`src/rtl/miss_refill_ctrl.sv`:
```
// Cache miss controller: writes a dirty victim line back word by word, then refills the line from memory.
// Define MISS_REFILL_PERF_CNT_EN to build the saturating miss/writeback performance counters.
module miss_refill_ctrl #(
  parameter int NUM_WAYS   = 4,
  parameter int WAY_BITS   = 2,
  parameter int TAG_BITS   = 22,
  parameter int INDEX_BITS = 6,
  parameter int LINE_WORDS = 8,
  parameter int OFF_BITS   = $clog2(LINE_WORDS)
) (
  input  logic                                   clk,
  input  logic                                   rst,
  input  logic                                   miss_valid,
  output logic                                   miss_ready,
  input  logic [INDEX_BITS-1:0]                  miss_index,
  input  logic [TAG_BITS-1:0]                    miss_tag,
  input  logic [WAY_BITS-1:0]                    victim_way,
  input  logic                                   victim_valid,
  input  logic                                   victim_dirty,
  input  logic [TAG_BITS-1:0]                    victim_tag,
  output logic                                   data_rd_en,
  output logic [WAY_BITS-1:0]                    data_rd_way,
  output logic [INDEX_BITS-1:0]                  data_rd_index,
  output logic [OFF_BITS-1:0]                    data_rd_word,
  input  logic [31:0]                            data_rd_data,
  output logic                                   data_wr_en,
  output logic [WAY_BITS-1:0]                    data_wr_way,
  output logic [INDEX_BITS-1:0]                  data_wr_index,
  output logic [OFF_BITS-1:0]                    data_wr_word,
  output logic [31:0]                            data_wr_data,
  output logic                                   meta_wr_en,
  output logic [WAY_BITS-1:0]                    meta_wr_way,
  output logic [INDEX_BITS-1:0]                  meta_wr_index,
  output logic [TAG_BITS-1:0]                    meta_wr_tag,
  output logic                                   meta_wr_valid,
  output logic                                   meta_wr_dirty,
  output logic                                   mem_req_valid,
  input  logic                                   mem_req_ready,
  output logic                                   mem_req_we,
  output logic [TAG_BITS+INDEX_BITS+OFF_BITS-1:0] mem_req_addr,
  output logic [31:0]                            mem_wdata,
  input  logic                                   mem_rsp_valid,
  input  logic [31:0]                            mem_rdata,
  output logic                                   busy,
  output logic                                   refill_done,
  output logic [31:0]                            perf_miss_cnt,
  output logic [31:0]                            perf_wb_cnt
);

  localparam int ADDR_BITS = TAG_BITS + INDEX_BITS + OFF_BITS;
  localparam logic [OFF_BITS-1:0] LAST_WORD = OFF_BITS'(LINE_WORDS - 1);

  if (NUM_WAYS > (1 << WAY_BITS)) begin : g_cfg_check
    $error("miss_refill_ctrl: NUM_WAYS does not fit in WAY_BITS");
  end

  typedef enum logic [2:0] {
    IDLE, WB_READ, WB_CAP, WB_SEND, RF_REQ, RF_WAIT, UPDATE
  } state_t;

  state_t                 state_q, state_d;
  logic [OFF_BITS-1:0]    word_q, word_d;
  logic [INDEX_BITS-1:0]  idx_q, idx_d;
  logic [TAG_BITS-1:0]    tag_q, tag_d;
  logic [TAG_BITS-1:0]    vtag_q, vtag_d;
  logic [WAY_BITS-1:0]    way_q, way_d;
  logic [31:0]            wb_data_q, wb_data_d;

  logic                   miss_ready_q, miss_ready_d;
  logic                   busy_q, busy_d;
  logic                   data_rd_en_q, data_rd_en_d;
  logic [WAY_BITS-1:0]    data_rd_way_q, data_rd_way_d;
  logic [INDEX_BITS-1:0]  data_rd_index_q, data_rd_index_d;
  logic [OFF_BITS-1:0]    data_rd_word_q, data_rd_word_d;
  logic                   mem_req_valid_q, mem_req_valid_d;
  logic                   mem_req_we_q, mem_req_we_d;
  logic [ADDR_BITS-1:0]   mem_req_addr_q, mem_req_addr_d;
  logic [31:0]            mem_wdata_q, mem_wdata_d;
  logic                   meta_wr_en_q, meta_wr_en_d;
  logic [WAY_BITS-1:0]    meta_wr_way_q, meta_wr_way_d;
  logic [INDEX_BITS-1:0]  meta_wr_index_q, meta_wr_index_d;
  logic [TAG_BITS-1:0]    meta_wr_tag_q, meta_wr_tag_d;

  logic accept;
  assign accept = miss_valid && (state_q == IDLE);

  always_comb begin
    state_d   = state_q;
    word_d    = word_q;
    idx_d     = idx_q;
    tag_d     = tag_q;
    vtag_d    = vtag_q;
    way_d     = way_q;
    wb_data_d = wb_data_q;
    case (state_q)
      IDLE: begin
        if (accept) begin
          idx_d   = miss_index;
          tag_d   = miss_tag;
          vtag_d  = victim_tag;
          way_d   = victim_way;
          word_d  = '0;
          state_d = (victim_valid && victim_dirty) ? WB_READ : RF_REQ;
        end
      end
      WB_READ: state_d = WB_CAP;
      WB_CAP: begin
        wb_data_d = data_rd_data;
        state_d   = WB_SEND;
      end
      WB_SEND: begin
        if (mem_req_ready) begin
          if (word_q == LAST_WORD) begin
            word_d  = '0;
            state_d = RF_REQ;
          end else begin
            word_d  = word_q + OFF_BITS'(1);
            state_d = WB_READ;
          end
        end
      end
      RF_REQ: begin
        if (mem_req_ready) state_d = RF_WAIT;
      end
      RF_WAIT: begin
        if (mem_rsp_valid) begin
          if (word_q == LAST_WORD) begin
            state_d = UPDATE;
          end else begin
            word_d  = word_q + OFF_BITS'(1);
            state_d = RF_REQ;
          end
        end
      end
      UPDATE:  state_d = IDLE;
      default: state_d = IDLE;
    endcase
  end

  // Outputs are computed from the next state so the registered copies line up with the state they belong to.
  always_comb begin
    miss_ready_d    = (state_d == IDLE);
    busy_d          = (state_d != IDLE);
    data_rd_en_d    = (state_d == WB_READ);
    data_rd_way_d   = data_rd_en_d ? way_d  : '0;
    data_rd_index_d = data_rd_en_d ? idx_d  : '0;
    data_rd_word_d  = data_rd_en_d ? word_d : '0;
    mem_req_valid_d = (state_d == WB_SEND) || (state_d == RF_REQ);
    mem_req_we_d    = (state_d == WB_SEND);
    mem_req_addr_d  = '0;
    if (mem_req_we_d) begin
      mem_req_addr_d = {vtag_d, idx_d, word_d};
    end else if (mem_req_valid_d) begin
      mem_req_addr_d = {tag_d, idx_d, word_d};
    end
    mem_wdata_d     = mem_req_we_d ? wb_data_d : '0;
    meta_wr_en_d    = (state_d == UPDATE);
    meta_wr_way_d   = meta_wr_en_d ? way_d : '0;
    meta_wr_index_d = meta_wr_en_d ? idx_d : '0;
    meta_wr_tag_d   = meta_wr_en_d ? tag_d : '0;
  end

  always_ff @(posedge clk) begin
    if (rst) begin
      state_q         <= IDLE;
      word_q          <= '0;
      idx_q           <= '0;
      tag_q           <= '0;
      vtag_q          <= '0;
      way_q           <= '0;
      wb_data_q       <= '0;
      miss_ready_q    <= 1'b1;
      busy_q          <= 1'b0;
      data_rd_en_q    <= 1'b0;
      data_rd_way_q   <= '0;
      data_rd_index_q <= '0;
      data_rd_word_q  <= '0;
      mem_req_valid_q <= 1'b0;
      mem_req_we_q    <= 1'b0;
      mem_req_addr_q  <= '0;
      mem_wdata_q     <= '0;
      meta_wr_en_q    <= 1'b0;
      meta_wr_way_q   <= '0;
      meta_wr_index_q <= '0;
      meta_wr_tag_q   <= '0;
    end else begin
      state_q         <= state_d;
      word_q          <= word_d;
      idx_q           <= idx_d;
      tag_q           <= tag_d;
      vtag_q          <= vtag_d;
      way_q           <= way_d;
      wb_data_q       <= wb_data_d;
      miss_ready_q    <= miss_ready_d;
      busy_q          <= busy_d;
      data_rd_en_q    <= data_rd_en_d;
      data_rd_way_q   <= data_rd_way_d;
      data_rd_index_q <= data_rd_index_d;
      data_rd_word_q  <= data_rd_word_d;
      mem_req_valid_q <= mem_req_valid_d;
      mem_req_we_q    <= mem_req_we_d;
      mem_req_addr_q  <= mem_req_addr_d;
      mem_wdata_q     <= mem_wdata_d;
      meta_wr_en_q    <= meta_wr_en_d;
      meta_wr_way_q   <= meta_wr_way_d;
      meta_wr_index_q <= meta_wr_index_d;
      meta_wr_tag_q   <= meta_wr_tag_d;
    end
  end

  assign miss_ready    = miss_ready_q;
  assign busy          = busy_q;
  assign data_rd_en    = data_rd_en_q;
  assign data_rd_way   = data_rd_way_q;
  assign data_rd_index = data_rd_index_q;
  assign data_rd_word  = data_rd_word_q;
  assign mem_req_valid = mem_req_valid_q;
  assign mem_req_we    = mem_req_we_q;
  assign mem_req_addr  = mem_req_addr_q;
  assign mem_wdata     = mem_wdata_q;
  assign meta_wr_en    = meta_wr_en_q;
  assign meta_wr_way   = meta_wr_way_q;
  assign meta_wr_index = meta_wr_index_q;
  assign meta_wr_tag   = meta_wr_tag_q;
  assign meta_wr_valid = meta_wr_en_q;
  assign meta_wr_dirty = 1'b0;
  assign refill_done   = meta_wr_en_q;

  // Refill data lands in the same cycle as the memory response; reset masks a response for an aborted miss.
  assign data_wr_en    = !rst && (state_q == RF_WAIT) && mem_rsp_valid;
  assign data_wr_way   = data_wr_en ? way_q     : '0;
  assign data_wr_index = data_wr_en ? idx_q     : '0;
  assign data_wr_word  = data_wr_en ? word_q    : '0;
  assign data_wr_data  = data_wr_en ? mem_rdata : '0;

`ifdef MISS_REFILL_PERF_CNT_EN
  logic [31:0] perf_miss_q, perf_miss_d;
  logic [31:0] perf_wb_q, perf_wb_d;

  always_comb begin
    perf_miss_d = perf_miss_q;
    perf_wb_d   = perf_wb_q;
    if (accept && (perf_miss_q != 32'hFFFF_FFFF)) perf_miss_d = perf_miss_q + 32'd1;
    if (accept && victim_valid && victim_dirty && (perf_wb_q != 32'hFFFF_FFFF)) begin
      perf_wb_d = perf_wb_q + 32'd1;
    end
  end

  always_ff @(posedge clk) begin
    if (rst) begin
      perf_miss_q <= '0;
      perf_wb_q   <= '0;
    end else begin
      perf_miss_q <= perf_miss_d;
      perf_wb_q   <= perf_wb_d;
    end
  end

  assign perf_miss_cnt = perf_miss_q;
  assign perf_wb_cnt   = perf_wb_q;
`else
  assign perf_miss_cnt = 32'd0;
  assign perf_wb_cnt   = 32'd0;
`endif

endmodule

```
`config.mk`:
```
export PLATFORM = sky130hd
export DESIGN_NAME = miss_refill_ctrl
export DESIGN_NICKNAME = d
export VERILOG_FILES = /design/src/rtl/miss_refill_ctrl.sv
export SDC_FILE = /design/constraint.sdc
export NUM_CORES = 1
export LEC_CHECK = 0
export BUFFER_PORTS_ARGS = -buffer_cell sky130_fd_sc_hd__buf_2
export CAP_MARGIN = 25
export CORE_AREA = 3 3 131 133
export DETAILED_ROUTE_END_ITERATION = 6
export DIE_AREA = 0 0 134 136
export HOLD_SLACK_MARGIN = 0.03
export PLACE_DENSITY = 0.84
export SLEW_MARGIN = 20
export SYNTH_ARGS = -nofsm -noshare
export SYNTH_HDL_FRONTEND = slang
export SYNTH_SLANG_ARGS = --single-unit
```
`constraint.sdc`:
```
create_clock -name clk -period 4.7 [get_ports clk]
set_input_delay 0.235 -clock clk [delete_from_list [all_inputs] [get_ports clk]]
set_output_delay 0.235 -clock clk [all_outputs]
set_load 0.02 [all_outputs]
```
* After elaboration in Yosys (flattened, before gate mapping)
Cells that the tools add are included.
** Word-level totals
- Register bits after elaboration :: 200
- Output and inout port bits :: 221
- Logic and storage cells :: 76
** Cells by class
- Add/sub/neg operators :: 1
- Equal/unequal tests :: 10
- Mux-type cells :: 29
- Bitwise operators :: 3
- Reductions and logical operators :: 12
** Operators with widths (count)
- $mux 22 :: 4
- $mux 32 :: 2
- $mux 31 :: 2
- $mux 3 :: 12
- $mux 6 :: 3
- $pmux 3 s6 :: 1
- $eq 3x3->1 const B :: 5
- $eq 3x2->1 const B :: 3
- $pmux 3 s3 :: 1
- $mux 2 :: 4
- $eq 3x1->1 const B :: 2
- $logic_not 3->1 :: 2
- $reduce_or 2->1 :: 3
- $logic_and 1x1->1 :: 4
- $add 3x1->3 const B :: 1
- $not 1->1 :: 3
- $reduce_bool 3->1 :: 1
- $logic_not 1->1 :: 1
- $logic_or 1x1->1 :: 1

* Depth between registers and ports, before layout
- Depth after elaboration :: 8
- Mapped depth :: 8
- Mapped depth without buffers :: 7

* Worst setup path after synthesis
Ideal clock, no wire load.
- Path type :: register to output
- From :: register state_q[1]
- To :: output data_wr_data[22]
- Arrival :: 1.696 ns
- Required time :: 4.465 ns
- Slack :: 2.769 ns
- Cell stages (with the launch flop) :: 6
- Buffers on the path :: 2
- Cells stage by stage :: dfxtp_1 -> clkbuf_1 -> nand4b_1 -> nor2_1 -> clkbuf_1 -> and2_1
** On the way
- Cells in the longest elaborated chain, start to end :: 4
** RTL lines
- start: declaration :: RTL line 61 : state_t state_q, state_d;
- start signal: assignment :: RTL line 187 : state_q <= state_d;
- $eq 3x3->1 :: RTL line 230 : assign data_wr_en = !rst && (state_q == RF_WAIT) && mem_rsp_valid;
- $logic_and 1x1->1 (2 in series) :: RTL line 230
- via data_wr_en :: RTL line 26 : output logic data_wr_en,
- $mux 32 :: RTL line 234 : assign data_wr_data = data_wr_en ? mem_rdata : '0;
- end: declaration :: RTL line 30 : output logic [31:0] data_wr_data,
The timed path passes the listed nets, and every way through them passes these cells.

* Worst setup path in the final report
- From :: register state_q[0]
- To :: register mem_req_addr_q[15] (netlist: mem_req_addr[15])
** On the way
- Cells in the longest elaborated chain, start to end :: 8
- Elaborated cells on any way between the ends :: 21
- Those cells by class :: eq/ne: 7; mux: 11; reduce/logical: 3
** RTL lines
- $logic_not 3->1 :: RTL line 85, 95
- $logic_and 1x1->1 :: RTL line 85 : assign accept = miss_valid && (state_q == IDLE);
- $mux 3 :: RTL line 97 : if (accept) begin
- $pmux 3 s6 :: RTL line 95 : case (state_q)
- $eq 3x2->1 or $eq 3x3->1 (tied branches) :: RTL line 148, 149
- $logic_or 1x1->1 :: RTL line 148 : mem_req_valid_d = (state_d == WB_SEND) || (state_d == RF_REQ);
- $mux 31 :: RTL line 153 : end else if (mem_req_valid_d) begin
- $mux 31 * :: RTL line 151 : if (mem_req_we_d) begin
- end signal: assignment :: RTL line 202 : mem_req_addr_q <= mem_req_addr_d;
- end: declaration :: RTL line 77 : logic [ADDR_BITS-1:0] mem_req_addr_q, mem_req_addr_d;
Mark *: on every way between the ends. The rest lies on a longest branch, timed or not.
A chain may end at the register's enable or synchronous reset.

==> metrics.md <==
| Metric | Value |
|---|---|
| Status | `completed` |
| Final worst-path cycle share | `roughly three fifths` |
| Max Fanout on Critical Path | `54` |
| Vias in the first global route | `5467` |
| Clk pwr share | `roughly two fifths` |
| # Post-CTS Setup Buffers | `0` |
| CTS tree | `done` |
| Final-report hold violation count | `0` |
| Netlist cell types | `39` |
| Final nets | `roughly 1100` |
| Largest net degree at the start of global routing | `a little under 100` |
| CP max stage delay | `0.73 ns` |
| Via count | `between 5000 and 6000` |
| Ys flop type | `dfxtp_1` |
| Clk_skew | `about 0.012 ns` |
| Die H | `around 140 um` |
| Initial Utilization | `between 40 and 50%` |
| Root Driver | `clkbuf_16` |
| PD cells | `around 410 nW/um^2` |
| Area Overhead vs Synth | `26.53%` |
| Multi-input combinational cell area | `2665 sq um` |
| Fmax | `around 370 MHz` |
| Post-DP HPWL | `about 13000 um` |
| Num CTS Buffers | `17` |
| Hold path startpoint | `data_rd_data[10]` |
| Remaining DRCs | `0` |
| RSZ-0062 raised after global routing | `no` |
| Placed Cells incl. Taps | `1212` |
| CP max stage cell | `buf_4` |
| IO Pins | `roughly 340` |
| Cells after Synth | `roughly 760` |
| Hold endpoint | `wb_data_q[10]$_SDFF_PP0_` |
| CTS clk-pin slew, worst paths | `0.07 ns` |
| Reg2reg end | `mem_req_addr[15]$_SDFF_PP0_` |
| Min Clock Period, post-route | `about 2.7 ns` |
| Crit path buf inv count | `2` |
| Max cap viols | `0` |
| Yosys warning count | `0` |
| WL per Instance | `14.86 um` |
| Placeable Area | `15940 sq um` |
| Fillers | `about 1400` |
| #FFs+latches synth | `200` |
| Seq. cell area | `around 4000 sq um` |
| Clk buf depth | `2` |
| Total GRT Usage | `around 20%` |
| VDD IR-drop max | `between 0.0003 and 0.0004 V` |
| Via density | `~4.6` |
| Ys async rst share | `0%` |
| First-pass GRT wire length | `about 28000 um` |
| Number of DRC markers in iteration 0 | `about 240` |
| Finished Cell Area | `9040 sq um` |
| Final antenna-violating net count | `0` |
| Die width | `134 um` |
| Critical Path End Type | `register` |
| Critical-path cell list | `nor4b_2, buf_4, mux2i_1, inv_1, a31oi_1, a311oi_1` |
| Global-route congestion overflow total | `0` |
| Net Sw Frac | `25.81%` |
| CP Data Arrival Time | `between 3 and 4 ns` |
| Sw power | `just under 0.001 W` |
| Internal power | `between 0.002 and 0.003 W` |
| Crit Path Category | `reg2reg` |
| Initial antenna violation count | `1` |
| Part of the power in registers | `between 40% and 50%` |
| Row Count | `46` |
| Register area share after synthesis | `56.04%` |
| Diode count | `0` |
| R2r setup slk | `slightly below 2 ns` |
| HP Class | `in2reg` |
| Worst flop-to-flop path startpoint | `state_q[0]$_SDFF_PP0_` |
| Final Wtd Congestion | `about 0.8` |
| Kind of cell adding the most delay to the critical path | `buffers and inverters` |
| TritonCTS Sinks | `200` |
| Slew Limit Fails | `0` |
| DRT Pass-1 Iters | `4` |
| TNS Setup | `0 ns` |
| Post-cts hold buffer count | `0` |
| Hold-critical path depth | `3` |
| Endpoints failing setup | `0` |
| Synthesized area per cell | `9.364 sq um` |
| Htree depth | `4` |
| Leakage power | `around 4.4 nW` |
| Worst R2R Path Depth | `6` |
| DIE AREA | `around 18000 sq um` |
| IO buf count | `roughly 280` |
| Worst-Margin Slew | `about 0.8 ns` |
| Post-Synthesis Cell Area | `approximately 7100 sq um` |
| Routed WL | `about 19000 um` |
| Clk_lat worst skew | `0.42 ns` |
| Area post-placement | `roughly 8400 sq um` |
| Post-cts gate resize count | `0` |
| Crit path launch type | `register` |
| Required @ worst endpoint | `4.98 ns` |
| Logic gate share of total power | `roughly 13%` |
| Layout cells sized above 1 | `between 30% and 40%` |
| Slew HR | `a little under half` |
| Post-synth EDFFs | `0` |
| Post-route non-filler standard cell count | `around 1200` |
[layout by cell type (no fill, tap or decap), drive strengths merged, types with 2 or more instances in the layout]
master	netlist	final
clkinv	0	4
dfxtp	200	200
conb	1	65
mux2i	30	30
and3b	2	2
inv	12	14
nor2	88	88
nand2	117	117
a31oi	3	3
nor3	3	3
bufinv	0	2
and3	3	3
a21oi	59	59
nor2b	6	6
a221oi	3	3
o22ai	2	2
nand2b	3	3
a311oi	2	2
o2bb2ai	20	20
clkbuf	28	24
and2	73	73
ha	5	5
buf	85	284
o21ai	4	4
a21o	2	2
[worst min-delay path, delay by kind of cell]
kind,cells,cell delay (ns)
AOI/OAI and AO/OA,1,0.06
buffers and inverters,1,0.09
and+or+nand+nor,1,0.04
[sequential cells by signal, indices dropped and copies added, names as in the netlist]
register / count
busy: 1
data_rd_en: 1
data_rd_index: 6
data_rd_way: 2
data_rd_word: 3
idx_q: 6
mem_req_addr: 31
mem_req_valid: 1
mem_req_we: 1
mem_wdata: 32
meta_wr_en: 1
meta_wr_index: 6
meta_wr_tag: 22
meta_wr_way: 2
miss_ready: 1
state_q: 3
tag_q: 22
vtag_q: 22
way_q: 2
wb_data_q: 32
word_q: 3
[cell families after synthesis]
| kind of cell | count (synthesis) | share of synthesized area, % |
|---|---|---|
| muxes | 30 | 4.203 |
| DFF | 200 | 56.04 |
| buffers and inverters | 125 | 10.40 |
| AOI/OAI and AO/OA | 99 | 8.897 |
| xor gates and xnor gates | 1 | 0.1226 |
| and+or+nand+nor | 302 | 19.40 |
| adders and majority gates | 5 | 0.8757 |
| other | 1 | 0.05249 |
[cell type report]
type,instances,area share [%]
Inverter,12,0.4983
Clock inverter,8,1.204
Sequential cell,200,44.29
Multi-Input combinational cell,502,29.48
Timing Repair Buffer,284,16.10
Tap cell,216,2.990
Clock buffer,24,5.439
[Yosys cell counts (all sizes together) (4+ instances only)]
cell type	count	area [sq um]
buf	85	591.8
dfxtp	200	4004
clkbuf	28	106.4
o21ai	4	20.02
a21oi	59	306.5
nor2	88	330.3
nand2	117	439.2
mux2i	30	300.3
nor2b	6	37.54
inv	12	45.04
and2	73	456.7
ha	5	62.56
o2bb2ai	20	175.2
[per-layer routing]
layer  vias up  global-route usage (%)  wire length, um
met5         -                       0               13
met2       213                   32.99             9050
met4         2                   5.200              229
li1       2819                       -                -
met3        17                   5.662             1197
met1      2644                   24.60             8029
[through the flow]
stage / setup slack (ns) / hold WS, ns / util, % / power [W]
floorplan: 2.769 / 0.3830 / - / 0.002211
global placement: 1.875 / 0.4391 / 52.71 / 0.002319
finish: 1.962 / 0.06915 / 56.70 / 0.003750
CTS: 1.670 / 0.04649 / 56.47 / 0.003785
detailed placement: 1.873 / 0.4451 / 52.71 / 0.002329
global route: 1.725 / 0.05784 / 56.70 / 0.003913
[power groups by stage]
stage / Clock, W / Sequential, W / Combinational, W
floorplan: 0 / 0.00188 / 0.000329
global placement: 0 / 0.00185 / 0.000468
detailed placement: 0 / 0.00185 / 0.000476
CTS: 0.00149 / 0.00182 / 0.000477
global route: 0.00156 / 0.00182 / 0.000526
finish: 0.00145 / 0.00182 / 0.000479
[worst max-delay path by stage]
stage | from | endpoint | slack (ns) | depth (start not counted)
floorplan | state_q[1]$_SDFF_PP0_ | data_wr_data[22] | 2.77 | 5
global placement | state_q[0]$_SDFF_PP0_ | mem_req_addr[15]$_SDFF_PP0_ | 1.88 | 6
detailed placement | state_q[0]$_SDFF_PP0_ | mem_req_addr[15]$_SDFF_PP0_ | 1.87 | 6
CTS | state_q[0]$_SDFF_PP0_ | data_wr_data[10] | 1.67 | 4
global route | state_q[0]$_SDFF_PP0_ | mem_req_addr[15]$_SDFF_PP0_ | 1.73 | 6
finish | state_q[0]$_SDFF_PP0_ | mem_req_addr[15]$_SDFF_PP0_ | 1.96 | 6
(Power assumes the default switching activity.)
